**src/rtl/addr_gen_hc_seq_if.sv**
```systemverilog
// Handshake bundle between the H/C address sequencer and its memory-read consumer.
// The generator side uses the master modport; the consumer side uses slave.
interface addr_gen_hc_seq_if #(
  parameter int ADDR_WIDTH = 12
);
  logic                  i_start;
  logic                  i_mode;
  logic                  i_ready;
  logic [ADDR_WIDTH-1:0] o_addr_h;
  logic [ADDR_WIDTH-1:0] o_addr_c;
  logic                  o_valid;
  logic                  o_last;
  logic                  o_busy;
  logic                  o_done;

  modport master (
    input  i_start, i_mode, i_ready,
    output o_addr_h, o_addr_c, o_valid, o_last, o_busy, o_done
  );

  modport slave (
    output i_start, i_mode, i_ready,
    input  o_addr_h, o_addr_c, o_valid, o_last, o_busy, o_done
  );
endinterface

```
**src/rtl/addr_gen_hc_seq.sv**
```systemverilog
// H/C address sequencer: for each timestep slot and each cell, bursts the H row
// addresses of the slot while holding the C address of that cell, with idle gaps.
module addr_gen_hc_seq #(
  parameter int ADDR_WIDTH = 12,
  parameter int TIMESTEP   = 8,
  parameter int NUM_CELL   = 8,
  parameter int DELAY      = 3,
  parameter int BASE_H     = 0,
  parameter int BASE_C     = 0
) (
  input logic               clk,
  input logic               rst,
  addr_gen_hc_seq_if.master bus
);

  localparam int SW = (TIMESTEP > 1) ? $clog2(TIMESTEP) : 1;
  localparam int CW = (NUM_CELL > 1) ? $clog2(NUM_CELL) : 1;
  localparam int GW = (DELAY > 1) ? $clog2(DELAY) : 1;
  localparam logic [SW-1:0] SLOT_LAST = SW'(TIMESTEP - 1);
  localparam logic [CW-1:0] CELL_LAST = CW'(NUM_CELL - 1);
  localparam logic [GW-1:0] GAP_LAST  = GW'((DELAY > 0) ? DELAY - 1 : 0);

  typedef enum logic [1:0] {S_IDLE, S_BURST, S_GAP, S_DONE} state_t;

  state_t                r_state;
  logic                  r_mode;
  logic [SW-1:0]         r_slot;
  logic [CW-1:0]         r_cell;
  logic [CW-1:0]         r_beat;
  logic [GW-1:0]         r_gap;
  logic [ADDR_WIDTH-1:0] r_addr_h;
  logic [ADDR_WIDTH-1:0] r_addr_c;
  logic                  r_valid;
  logic                  r_last;
  logic                  r_busy;
  logic                  r_done;

  logic                  w_final;
  logic                  w_beat_last;
  logic [CW-1:0]         w_ncell;
  logic [SW-1:0]         w_nslot;
  logic [ADDR_WIDTH-1:0] w_h_next;
  logic [ADDR_WIDTH-1:0] w_nb_h;
  logic [ADDR_WIDTH-1:0] w_nb_c;
  logic [ADDR_WIDTH-1:0] w_start_h;
  logic [ADDR_WIDTH-1:0] w_start_c;

  // Addresses wrap naturally by truncation to ADDR_WIDTH.
  function automatic logic [ADDR_WIDTH-1:0] addr_of(input int base, input int slot, input int idx);
    logic [31:0] sum;
    sum = 32'(base + slot * NUM_CELL + idx);
    return sum[ADDR_WIDTH-1:0];
  endfunction

  // r_slot counts iterations; backward runs map iteration 0 to the highest slot.
  function automatic int phys_slot(input logic mode, input int iter);
    return mode ? (TIMESTEP - 1 - iter) : iter;
  endfunction

  always_comb begin
    w_beat_last = (r_beat == CELL_LAST);
    w_final     = (r_cell == CELL_LAST) && (r_slot == SLOT_LAST);
    w_ncell     = (r_cell == CELL_LAST) ? '0 : r_cell + 1'b1;
    w_nslot     = (r_cell == CELL_LAST) ? r_slot + 1'b1 : r_slot;
    w_h_next    = addr_of(BASE_H, phys_slot(r_mode, int'(r_slot)), int'(r_beat) + 1);
    w_nb_h      = addr_of(BASE_H, phys_slot(r_mode, int'(w_nslot)), 0);
    w_nb_c      = addr_of(BASE_C, phys_slot(r_mode, int'(w_nslot)), int'(w_ncell));
    w_start_h   = addr_of(BASE_H, phys_slot(bus.i_mode, 0), 0);
    w_start_c   = addr_of(BASE_C, phys_slot(bus.i_mode, 0), 0);
  end

  always_ff @(posedge clk) begin
    if (rst) begin
      r_state  <= S_IDLE;
      r_mode   <= 1'b0;
      r_slot   <= '0;
      r_cell   <= '0;
      r_beat   <= '0;
      r_gap    <= '0;
      r_addr_h <= '0;
      r_addr_c <= '0;
      r_valid  <= 1'b0;
      r_last   <= 1'b0;
      r_busy   <= 1'b0;
      r_done   <= 1'b0;
    end else begin
      case (r_state)
        S_IDLE: begin
          if (bus.i_start) begin
            r_state  <= S_BURST;
            r_mode   <= bus.i_mode;
            r_slot   <= '0;
            r_cell   <= '0;
            r_beat   <= '0;
            r_addr_h <= w_start_h;
            r_addr_c <= w_start_c;
            r_valid  <= 1'b1;
            r_last   <= (NUM_CELL == 1);
            r_busy   <= 1'b1;
          end
        end
        S_BURST: begin
          if (bus.i_ready) begin
            if (!w_beat_last) begin
              r_beat   <= r_beat + 1'b1;
              r_addr_h <= w_h_next;
              r_last   <= (r_beat + 1'b1 == CELL_LAST);
            end else begin
              r_beat  <= '0;
              r_valid <= 1'b0;
              r_last  <= 1'b0;
              if (DELAY > 0) begin
                r_state <= S_GAP;
                r_gap   <= '0;
              end else if (w_final) begin
                r_state <= S_DONE;
                r_done  <= 1'b1;
              end else begin
                r_state  <= S_BURST;
                r_cell   <= w_ncell;
                r_slot   <= w_nslot;
                r_addr_h <= w_nb_h;
                r_addr_c <= w_nb_c;
                r_valid  <= 1'b1;
                r_last   <= (NUM_CELL == 1);
              end
            end
          end
        end
        S_GAP: begin
          if (r_gap == GAP_LAST) begin
            if (w_final) begin
              r_state <= S_DONE;
              r_done  <= 1'b1;
            end else begin
              r_state  <= S_BURST;
              r_cell   <= w_ncell;
              r_slot   <= w_nslot;
              r_addr_h <= w_nb_h;
              r_addr_c <= w_nb_c;
              r_valid  <= 1'b1;
              r_last   <= (NUM_CELL == 1);
            end
          end else begin
            r_gap <= r_gap + 1'b1;
          end
        end
        S_DONE: begin
          r_state <= S_IDLE;
          r_done  <= 1'b0;
          r_busy  <= 1'b0;
        end
        default: r_state <= S_IDLE;
      endcase
    end
  end

  assign bus.o_addr_h = r_addr_h;
  assign bus.o_addr_c = r_addr_c;
  assign bus.o_valid  = r_valid;
  assign bus.o_last   = r_last;
  assign bus.o_busy   = r_busy;
  assign bus.o_done   = r_done;

endmodule

```
**src/flat_wrapper.sv**
```systemverilog
// flat-port wrapper written by rule: the top's interface ports become plain ports
module addr_gen_hc_seq_flat 
#(
  parameter int ADDR_WIDTH = 12,
  parameter int TIMESTEP   = 8,
  parameter int NUM_CELL   = 8,
  parameter int DELAY      = 3,
  parameter int BASE_H     = 0,
  parameter int BASE_C     = 0
)
  (clk, rst, bus_i_start, bus_i_mode, bus_i_ready, bus_o_addr_h, bus_o_addr_c, bus_o_valid, bus_o_last, bus_o_busy, bus_o_done);
  addr_gen_hc_seq_if #(.ADDR_WIDTH(ADDR_WIDTH)) bus_i ();
  input logic clk;
  input logic rst;
  input wire logic [$bits(bus_i.i_start)-1:0] bus_i_start;
  input wire logic [$bits(bus_i.i_mode)-1:0] bus_i_mode;
  input wire logic [$bits(bus_i.i_ready)-1:0] bus_i_ready;
  output wire logic [$bits(bus_i.o_addr_h)-1:0] bus_o_addr_h;
  output wire logic [$bits(bus_i.o_addr_c)-1:0] bus_o_addr_c;
  output wire logic [$bits(bus_i.o_valid)-1:0] bus_o_valid;
  output wire logic [$bits(bus_i.o_last)-1:0] bus_o_last;
  output wire logic [$bits(bus_i.o_busy)-1:0] bus_o_busy;
  output wire logic [$bits(bus_i.o_done)-1:0] bus_o_done;
  assign bus_i.i_start = bus_i_start;
  assign bus_i.i_mode = bus_i_mode;
  assign bus_i.i_ready = bus_i_ready;
  assign bus_o_addr_h = bus_i.o_addr_h;
  assign bus_o_addr_c = bus_i.o_addr_c;
  assign bus_o_valid = bus_i.o_valid;
  assign bus_o_last = bus_i.o_last;
  assign bus_o_busy = bus_i.o_busy;
  assign bus_o_done = bus_i.o_done;
  addr_gen_hc_seq #(.ADDR_WIDTH(ADDR_WIDTH), .TIMESTEP(TIMESTEP), .NUM_CELL(NUM_CELL), .DELAY(DELAY), .BASE_H(BASE_H), .BASE_C(BASE_C)) u_core (.clk(clk), .rst(rst), .bus(bus_i));
endmodule
```
**config.mk**
```make
export PLATFORM = sky130hd
export DESIGN_NAME = addr_gen_hc_seq_flat
export DESIGN_NICKNAME = d
export VERILOG_FILES = /design/src/rtl/addr_gen_hc_seq_if.sv /design/src/rtl/addr_gen_hc_seq.sv /design/src/flat_wrapper.sv
export SDC_FILE = /design/constraint.sdc
export NUM_CORES = 1
export LEC_CHECK = 0
export ABC_CLOCK_PERIOD_IN_PS = 2400
export CAP_MARGIN = 20
export CORE_UTILIZATION = 39
export CTS_CLUSTER_DIAMETER = 80
export CTS_CLUSTER_SIZE = 14
export DETAILED_ROUTE_END_ITERATION = 10
export PLACE_DENSITY_LB_ADDON = 0.15
export SLEW_MARGIN = 20
export SYNTH_ARGS = -nofsm -noshare
export SYNTH_HDL_FRONTEND = slang
export SYNTH_SLANG_ARGS = --single-unit
```
**constraint.sdc**
```tcl
create_clock -name clk -period 2.4 [get_ports clk]
set_clock_uncertainty 0.1 [all_clocks]
set_input_delay 0.24 -clock clk [delete_from_list [all_inputs] [get_ports clk]]
set_output_delay 0.24 -clock clk [all_outputs]
set_load 0.02 [all_outputs]
```
# Word level (Yosys, flattened, before mapping)
# Index checks and enable logic that the tools add are counted.
# W data, S select, Z words.
# totals
input_bits	5
regBits	42
out_inout_bits	28
wordCells	105
# classes
addsub	9
n_reduce_logical	18
mux	50
n_eq_ne	16
# op_table
cell	n
$mux W12	7
$pmux W12 S3	1
$mux W3	10
$pmux W12 S2	1
$mux W9	2
$pmux W3 S2	3
$mux W2	8
$add A12 B12 Y12	1
$add A12 B4 Y12	1
$eq A3 B3 Y1 const B	4
$mux W1	12
$reduce_and A4 Y1	3
$reduce_and A6 Y1	2
$ne A2 B2 Y1 const B	5
$reduce_bool A2 Y1	5
$add A3 B1 Y3 const B	3
$pmux W2 S4	1
$sub A3 B3 Y4 const A	2
$eq A2 B2 Y1 const B	3
$ne A2 B1 Y1 const B	3
$pmux W1 S3	2
$reduce_and A3 Y1	2
$reduce_and A5 Y1	1
$add A3 B1 Y4 const B	1
8 further kinds	10

# Logic depth before layout (Yosys ltp)
# Gate-level depths: netlist of run 1.
# depth
depth_word	8
mapped_depth	8
mapped_depth_nobuf	7

# Least setup slack after synthesis of run 1
# Ideal clock, no wire load.
# synth_timing
path_kind	flip-flop to flip-flop
start	register u_core.r_cell[0]
end	register u_core.r_last, in the netlist u_core.bus.o_last
period_less_slack_ns	2.426
stages_incl_launch_ff	9
path_slack_ns	-0.026
t_arrival_ns	2.256
required_ns	2.230
path_buffers	2
path_cell_list	dfxtp_1 > ha_1 > ha_1 > buf_6 > a21bo_2 > a2111o_1 > buf_6 > or4_1 > a21oi_1
# synth_between
elab_chain_len	4
# synth_lines
element	line_no	source
from (decl)	addr_gen_hc_seq.sv:28	logic [CW-1:0] r_cell;
from (signal assigned)	addr_gen_hc_seq.sv:120	r_cell <= w_ncell;
from (signal assigned)	addr_gen_hc_seq.sv:137	r_cell <= w_ncell;
$eq A3 B3 Y1	addr_gen_hc_seq.sv:62	w_final = (r_cell == CELL_LAST) && (r_slot == SLOT_LAST);
$logic_and A1 B1 Y1	addr_gen_hc_seq.sv:62	
$ne A2 B2 Y1 (no source line)	-	
$reduce_and A5 Y1 (no source line)	-	
to (signal assigned)	addr_gen_hc_seq.sv:98	r_last <= (NUM_CELL == 1);
to (signal assigned)	addr_gen_hc_seq.sv:107	r_last <= (r_beat + 1'b1 == CELL_LAST);
to (signal assigned)	addr_gen_hc_seq.sv:125	r_last <= (NUM_CELL == 1);
to (decl)	addr_gen_hc_seq.sv:34	logic r_last;
# Every way passes these cells.
# A chain may end at the register's enable or synchronous reset.

# Final worst setup path of run 1
# layout_timing
start	register u_core.r_slot[0]
end	register u_core.r_addr_h[2], in the netlist u_core.bus.o_addr_h[2]
# layout_between
elab_chain_len	4
# layout_lines
element	line_no	source
from (decl)	addr_gen_hc_seq.sv:27	logic [SW-1:0] r_slot;
from (signal assigned)	addr_gen_hc_seq.sv:121	r_slot <= w_nslot;
from (signal assigned)	addr_gen_hc_seq.sv:138	r_slot <= w_nslot;
$eq A3 B3 Y1	addr_gen_hc_seq.sv:62	
$logic_and A1 B1 Y1	addr_gen_hc_seq.sv:62	
$ne A2 B2 Y1 (no source line)	-	
$reduce_and A6 Y1 (no source line)	-	
to (signal assigned)	addr_gen_hc_seq.sv:95	r_addr_h <= w_start_h;
to (signal assigned)	addr_gen_hc_seq.sv:106	r_addr_h <= w_h_next;
to (signal assigned)	addr_gen_hc_seq.sv:122	r_addr_h <= w_nb_h;
to (decl)	addr_gen_hc_seq.sv:31	logic [ADDR_WIDTH-1:0] r_addr_h;
# Every way passes these cells.

==> flow_summary.yaml, run 1 <==
critical_path:
  r2r_cells: 6
  slowest_delay_ns: 0.53
  critPathMaxFanout: 7
  cpLargestDelayFamily: "compound AO/OA/AOI/OAI gates"
  worst-path-buf-inv: 0
  cp.arrival_ns: 2.40
  crit_required_ns: 2.50
  crit_chain: "ha_1 > ha_1 > a21bo_2 > a2111o_1 > or4b_1 > a21oi_1"
  crit_path_top_delay_cell: "or4b_1"
  cp-end-kind: "register"
  cp.depth: 6
  startpoint_type: "register"
  critPathMostFrequentCell: "ha_1"
  worstSetupPathType: "reg2reg"
sta:
  rsz0062_at_grt: "no"
  slew_violations: 0
  slew_headroom_pct: 57.3
  finalSetupTns_ns: 0
  finalCritPeriodShare_pct: 95.6
  finalSetupViolCount: 0
  fmax_mhz: 436
  finalCriticalPeriod_ns: 2.29
  hold_viol_final: 0
  worst_pin_slew_ns: 0.631
min_path:
  hp-class: "reg2reg"
  whs_path_depth: 2
global_routing:
  track_usage_pct: 17.6
  grt_pass1_vias: 1302
  grt_pass1_wl_um: 6200
  grt_max_degree: 30
  antenna_found_initial: 0
  grt_remaining_overflow: 0
clock_tree:
  clk_path_buf_depth: 2
  insertion_delay_ns: 0.27
  numCtsBuffers: 3
  cts-hold-fix-buffers: 0
  path_clk_slew_ns: 0.09
  cts_root_buffer: "clkbuf_8"
  cts_sinks: 28
  htreeDepth: 1
  tritoncts: "yes"
  ctsResizeCount: 0
floorplan:
  fp-row-count: 23
  ios: 33
  die_area_um2: 4740
  die_h_um: 68.9
  core_um2: 4140
  die_w_um: 68.9
  start_util_pct: 42.1
power_and_ir_drop:
  p_per_area_nw_per_um2: 855
  total_power_mw: 1.74
  ir_drop_mv: 0.497
  p_leak_nw: 0.811
cells_and_area:
  nets: 253
  fin_cells: 281
  nFillCells: 443
  area_growth_pct: 16.8
  n_antenna_cell: 0
  drive_gt1_share_pct: 7.36
  multiInputGateArea_um2: 1060
  register_area_um2: 562
synthesis:
  ys_seq_area_share_pct: 32.1
  synth-seq-cells: 28
  postSynthCellCount: 208
  post_synth.cell_area_avg_um2: 8.39
  synthesis.area_um2: 1740
  ys_async_sr_fraction_pct: 0
  synth_cell_type_count: 45
  ys.flop_type: "dfxtp_1"
  yosys_warnings: 0
  synth_enable_flop_cells: 0
detailed_routing:
  drt-total-wl_um: 3690
  drt_iter0_drc: 85
  ant_nets: 0
  first_pass_iters: 4
  num_vias: 1466
  post_drt_wl_per_cell_um: 13.1
  drc_errors: 0
  drt-vias-per-instance: 5.22
placed_design:
  post-dp-hpwl_um: 2750
  port_buffers: 21
  place_inst: 278
  gp_congestion: 0.753
run:
  maxCapViolCount: 0
status:
  status: "completed"
==> through the flow <==
| step | area [um2] | utilization, % | setup WS [ns] | hold WS, ns |
|---|---|---|---|---|
| global placement | 2000 | 48.2 | 0.145 | 0.349 |
| detailed placement | 2000 | 48.2 | 0.110 | 0.355 |
| finish | 2040 | 49.2 | 0.106 | 0.363 |
| floorplan | 1780 | - | 0.00253 | 0.288 |
| global route | 2040 | 49.2 | 0.0253 | 0.393 |
| CTS | 2040 | 49.2 | 0.0742 | 0.369 |
==> Yosys cell counts (all sizes together), types with 2 or more instances <==
library cell  count  area, um2
buf              14        109
a211oi            3       22.5
xor2              2       17.5
or4               3       22.5
and3              2       12.5
a21oi            19       95.1
nand2b            7       43.8
inv               8       30.0
nand2            15       56.3
nor3             10       50.1
a22oi             2       15.0
dfxtp            28        561
nor2             16       60.1
and2              2       12.5
o21ai            15       75.1
clkbuf            7       26.3
xnor3             2       45.0
nand3             5       25.0
ha               15        188
mux2i             6       60.1
nor2b             5       31.3
==> report_power, final <==
group	leakage (nW)	switching, mW	internal [mW]
Clock	0.0216	0.133	0.112
Sequential	0.229	0.0608	0.549
Combinational	0.561	0.505	0.381
==> path summary, 6_finish.rpt <==
kind / to / slack (ns) / from
worst max-delay path: u_core.bus.o_addr_h[2] / 0.11 / u_core.r_slot[0]
worst min-delay path: u_core.bus.o_last / 0.36 / u_core.bus.o_last
worst max register to register: u_core.bus.o_addr_h[2] / 0.11 / u_core.r_slot[0]
worst min register to register: u_core.bus.o_last / 0.36 / u_core.bus.o_last
==> cells in the final DEF, fill, tap and decap left out, types with 2 or more instances in the layout <==
| master | synthesis | routed |
|---|---|---|
| nand2_1 | 15 | 15 |
| nand3_1 | 5 | 5 |
| nor2b_1 | 5 | 5 |
| xor2_1 | 2 | 2 |
| clkbuf_8 | 0 | 3 |
| a22oi_1 | 2 | 2 |
| a211oi_1 | 3 | 3 |
| clkdlybuf4s50_1 | 0 | 21 |
| mux2i_1 | 6 | 6 |
| and3_1 | 2 | 2 |
| o21ai_0 | 15 | 15 |
| nor3_1 | 10 | 10 |
| inv_1 | 8 | 8 |
| conb_1 | 1 | 11 |
| a21oi_1 | 19 | 19 |
| dfxtp_1 | 28 | 27 |
| and2_1 | 2 | 2 |
| nor2_1 | 16 | 16 |
| ha_1 | 15 | 15 |
| buf_4 | 11 | 10 |
| nand2b_1 | 7 | 7 |
| xnor3_1 | 2 | 2 |
| or4_1 | 3 | 3 |
==> layer usage <==
layer  up-vias  track usage [%]  wire length (um)
li1        763                -                 -
met1       673             25.4              2010
met2        25             27.2              1550
met3         5             2.47                77
met4         0             4.59                43
met5         -                0                 0
==> area by class of cell <==
type	count	area share (%)
Multi-Input combinational cell	161	51.8
Clock buffer	3	2.03
Timing Repair Buffer	31	14.0
Tap cell	50	3.07
Sequential cell	28	27.6
Inverter	8	1.47
==> worst register-to-register path, stage by stage, from the launching register on <==
cell and delay (ns):
dfxtp_1 0.33, ha_1 0.21, ha_1 0.21, a21bo_2 0.24
a2111o_1 0.47, or4b_1 0.53, a21oi_1 0.14
==> flip-flops by register name, summed over array words and instances, names as in the netlist, 2 cells and up <==
register / count
u_core.r_gap: 2
u_core.r_state: 2
u_core.r_cell: 2
u_core.r_beat: 3
u_core.bus.o_addr_h: 7
u_core.bus.o_addr_c: 4
u_core.r_slot: 3
==> kinds of logic (layout without fill, tap and decap cells) <==
logic type,count (synthesis),count (layout),synth area share [%]
compound gates,53,53,19.1
xor+xnor,5,5,4.09
fa+ha+maj,15,15,10.8
buf+inv,29,42,9.47
flops,28,28,32.1
mux,6,6,3.44
other cells,1,11,0.215
simple gates,71,71,20.8
==> what timing repair did <==
item                                    in CTS  in global routing
buffers inserted                             0                  0
hold endpoints to repair                     0                  0
endpoints found under the setup margin       0                  2
(Power assumes the default switching activity.)
==> inputs of run 2 (changes only) <==
ABC_CLOCK_PERIOD_IN_PS = 2720   (was 2400)
CORE_ASPECT_RATIO = 0.8   (was default)
clock period = 2.72 ns   (was 2.4 ns; I/O delays follow)
==> run 2 against run 1 <==
Final area shrank 1.1%. Setup slack gained 0.11 ns. Via count grew 0.82%. Critical path depth is the same. Sequential cell count is the same. Hold slack gained 0.0064 ns. Register-to-register slack gained 0.11 ns. Fmax shrank 8.4%. Sequential share of layout area grew 0.25 points. Sequential power shrank 12%. Routed wire length shrank 0.52%.
==> flow_summary.yaml, run 2 (same netlist as run 1, synthesis figures left out) <==
clock_tree:
  path_clk_slew_ns: 0.10
  cts-hold-fix-buffers: 0
  numCtsBuffers: 3
  cts_root_buffer: "clkbuf_8"
  htreeDepth: 1
  cts_setup_buffers: 0
  ctsResizeCount: 0
  clk_path_buf_depth: 2
  insertion_delay_ns: 0.28
  cts_sinks: 28
  tritoncts: "yes"
placed_design:
  place_inst: 281
  port_buffers: 21
  post-dp-hpwl_um: 2760
  dpl_worst_slack_ns: 0.261
  gp_congestion: 0.837
global_routing:
  antenna_found_initial: 0
  grt_pass1_wl_um: 6160
  track_usage_pct: 16.7
  grt_pass1_vias: 1293
  grt_max_degree: 17
  grt_remaining_overflow: 0
cells_and_area:
  largest_reg_flops: 7
  drive_gt1_share_pct: 5.29
  area_growth_pct: 15.5
  final_cell_mix: "28 x dfxtp_1, 21 x clkdlybuf4s50_1, 19 x a21oi_1, 16 x nor2_1"
  n_antenna_cell: 0
  utilization_pct: 47.6
  nets: 249
  final_common_cell: "dfxtp_1"
  fin_cells: 284
status:
  status: "completed"
min_path:
  hp-class: "reg2reg"
floorplan:
  core_um2: 4230
  die_h_um: 61.8
  die_area_um2: 4750
  ios: 33
  start_util_pct: 41.2
  fp-row-count: 21
  die_w_um: 76.8
detailed_routing:
  drc_errors: 0
  drt_iter0_drc: 74
  ant_nets: 0
  drt-total-wl_um: 3670
  drt-vias-per-instance: 5.20
  post_drt_wl_per_cell_um: 12.9
  first_pass_iters: 4
  num_vias: 1478
sta:
  hold_viol_final: 0
  finalSetupViolCount: 0
  rsz0062_at_grt: "no"
  finalCritPeriodShare_pct: 92.1
  worst_pin_slew_ns: 0.587
  slew_headroom_pct: 60.3
  slew_violations: 0
  finalSetupTns_ns: 0
  finalCriticalPeriod_ns: 2.50
  fmax_mhz: 399
  finalWorstSetupSlack_ns: 0.215
power_and_ir_drop:
  p_per_area_nw_per_um2: 762
  p_leak_nw: 0.789
  ir_drop_mv: 0.425
critical_path:
  crit_required_ns: 2.83
  startpoint_type: "register"
  cp.arrival_ns: 2.62
  cp-end-kind: "register"
  critPathMaxFanout: 11
  worstSetupPathType: "reg2reg"
run:
  maxCapViolCount: 0
-- run 2: worst paths after layout --
check                          from                endpoint  slack (ns)  depth (start not counted)
setup reg to reg   u_core.r_slot[1]  u_core.bus.o_addr_h[2]        0.22                          6
setup / recovery   u_core.r_slot[1]  u_core.bus.o_addr_h[2]        0.22                          6
hold / removal    u_core.bus.o_last       u_core.bus.o_last        0.37                          2
hold reg to reg   u_core.bus.o_last       u_core.bus.o_last        0.37                          2
-- run 2: worst max-delay path, cell delays in order, from the launching register on --
cell	delay, ns
dfxtp_1	0.37
ha_1	0.20
ha_1	0.26
a21bo_2	0.27
a2111o_1	0.55
or4b_1	0.54
a21oi_1	0.14
-- run 2: area by class of cell --
cell class              count  area, um2
multi-input cells         161       1060
clock buffers               3       41.3
flip-flops and latches     28        561
repair buffers             27        255
inverters                   8       30.0
fillers                   440       2220
well taps                  57       71.3
-- run 2: per-stage QoR --
step           hold WS [ns]  power [mW]  cell area [um2]
6_report              0.370        1.53             2010
5_1_grt               0.404        1.66             2010
4_1_cts               0.371        1.55             2010
3_5_place_dp          0.356        1.31             1970
3_3_place_gp          0.352        1.32             1970
2_1_floorplan         0.320        1.09             1780
-- run 2: report_power, final --
group          switching (mW)  internal (mW)  total [mW]
Sequential             0.0517          0.484       0.536
Clock                   0.129         0.0997       0.229
Combinational           0.444          0.326       0.770
-- run 2: metal layers --
metal	vias up	part of all wire, %	routed length, um	GRT usage [%]
met1	690	54	1980	24.0
met4	0	0.33	12	3.30
li1	755	-	-	-
met2	31	42	1550	26.0
met5	-	0	0	0
met3	2	3.5	127	3.50
==> inputs of run 3 (changes only) <==
CELL_PAD_IN_SITES_DETAIL_PLACEMENT = 0   (was default)
CELL_PAD_IN_SITES_GLOBAL_PLACEMENT = 1   (was default)
==> run 3 against run 2 <==
Combinational power rose by 0.8%. First-iteration DRC count rose by 47%. Count of clock-buffer cells in the layout rose by 1. Die area did not move. Sequential cell count did not move. Fmax fell by 1.1%. Setup slack got worse by 0.027 ns. Hold slack got worse by 0.0036 ns. Critical path type unchanged. Largest cell class unchanged. Largest power group unchanged. Highest routed layer unchanged.
==> flow_summary.yaml, run 3 (same netlist as run 1, synthesis figures left out) <==
status:
  status: "completed"
floorplan:
  start_util_pct: 41.2
  die_w_um: 76.8
  core_um2: 4230
  fp-row-count: 21
  ios: 33
  die_h_um: 61.8
  die_area_um2: 4750
detailed_routing:
  drt_iter0_drc: 109
  num_vias: 1507
  post_drt_wl_per_cell_um: 13.8
  ant_nets: 0
  drt-total-wl_um: 3920
  first_pass_iters: 4
  drc_errors: 0
  drt-vias-per-instance: 5.31
global_routing:
  grt_max_degree: 16
  use_met2_pct: 28.1
  grt_pass1_wl_um: 6620
  antenna_found_initial: 0
  grt_remaining_overflow: 0
  use_met1_pct: 24.9
  track_usage_pct: 17.7
  busiest_layer: "met2"
  use_met3_pct: 4.23
  grt_pass1_vias: 1399
critical_path:
  crit_required_ns: 2.83
  startpoint_type: "register"
  cp.arrival_ns: 2.64
  worstSetupPathType: "reg2reg"
  cp-end-kind: "register"
  critPathMaxFanout: 11
cells_and_area:
  nets: 248
  n_antenna_cell: 0
  nFillCells: 432
  fin_cells: 284
  area_growth_pct: 15.9
  final_common_cell: "dfxtp_1"
  final_cell_mix: "28 x dfxtp_1, 21 x clkdlybuf4s50_1, 19 x a21oi_1, 16 x nor2_1"
  largest_reg_flops: 7
  drive_gt1_share_pct: 5.29
clock_tree:
  ctsResizeCount: 0
  htreeDepth: 1
  cts_sinks: 28
  cts_setup_buffers: 0
  clk_path_buf_depth: 2
  numCtsBuffers: 3
  cts_root_buffer: "clkbuf_8"
  cts-hold-fix-buffers: 0
  tritoncts: "yes"
  path_clk_slew_ns: 0.10
  insertion_delay_ns: 0.28
placed_design:
  gp_congestion: 0.787
  place_inst: 280
  post-dp-hpwl_um: 3010
  port_buffers: 21
power_and_ir_drop:
  ir_drop_mv: 0.466
  p_per_area_nw_per_um2: 779
  p_leak_nw: 0.792
sta:
  slew_headroom_pct: 61.8
  fmax_mhz: 395
  finalSetupTns_ns: 0
  finalSetupViolCount: 0
  rsz0062_at_grt: "no"
  finalCritPeriodShare_pct: 93.1
  slew_violations: 0
  finalCriticalPeriod_ns: 2.53
  worst_pin_slew_ns: 0.571
  hold_viol_final: 0
min_path:
  hp-class: "reg2reg"
run:
  maxCapViolCount: 0
-- run 3: per-layer routing --
metal	share of wire, %	up-vias
met5	0	-
met1	51	719
li1	-	752
met3	4.1	6
met4	0.77	0
met2	44	30
-- run 3: report_power, final --
group,internal [mW],switching (mW),total [mW]
clock network,0.130,0.130,0.260
logic,0.320,0.457,0.776
registers,0.484,0.0532,0.538
total,0.934,0.640,1.57
-- run 3: path summary, 6_finish.rpt --
check	depth (start not counted)	startpoint	slack, ns	to
max	6	u_core.r_slot[1]	0.19	u_core.bus.o_addr_h[2]
min	2	u_core.bus.o_last	0.37	u_core.bus.o_last
min reg2reg	2	u_core.bus.o_last	0.37	u_core.bus.o_last
max reg2reg	6	u_core.r_slot[1]	0.19	u_core.bus.o_addr_h[2]
-- run 3: stage by stage --
stage	setup WS, ns	util [%]	instance area, um2	total power [mW]	hold WS [ns]
floorplan	0.294	-	1780	1.09	0.320
CTS	0.211	47.8	2020	1.59	0.372
global route	0.0791	47.8	2020	1.70	0.400
detailed placement	0.227	46.5	1970	1.32	0.358
global placement	0.305	46.5	1970	1.31	0.347
finish	0.188	47.8	2020	1.57	0.366
-- run 3: final cells by class --
class	count	area, um2	share of cell area (%)
multi-input combinational	161	1060	52.3
sequential	28	561	27.7
timing repair buffer	26	248	12.3
tap	57	71.3	3.53
clock buffer	4	55.1	2.72
inverter	8	30.0	1.49
-- run 3: critical path, cell delays in order, from the launching register on --
cell,delay (ns)
dfxtp_1,0.38
ha_1,0.21
ha_1,0.27
a21bo_2,0.26
a2111o_1,0.55
or4b_1,0.54
a21oi_1,0.16
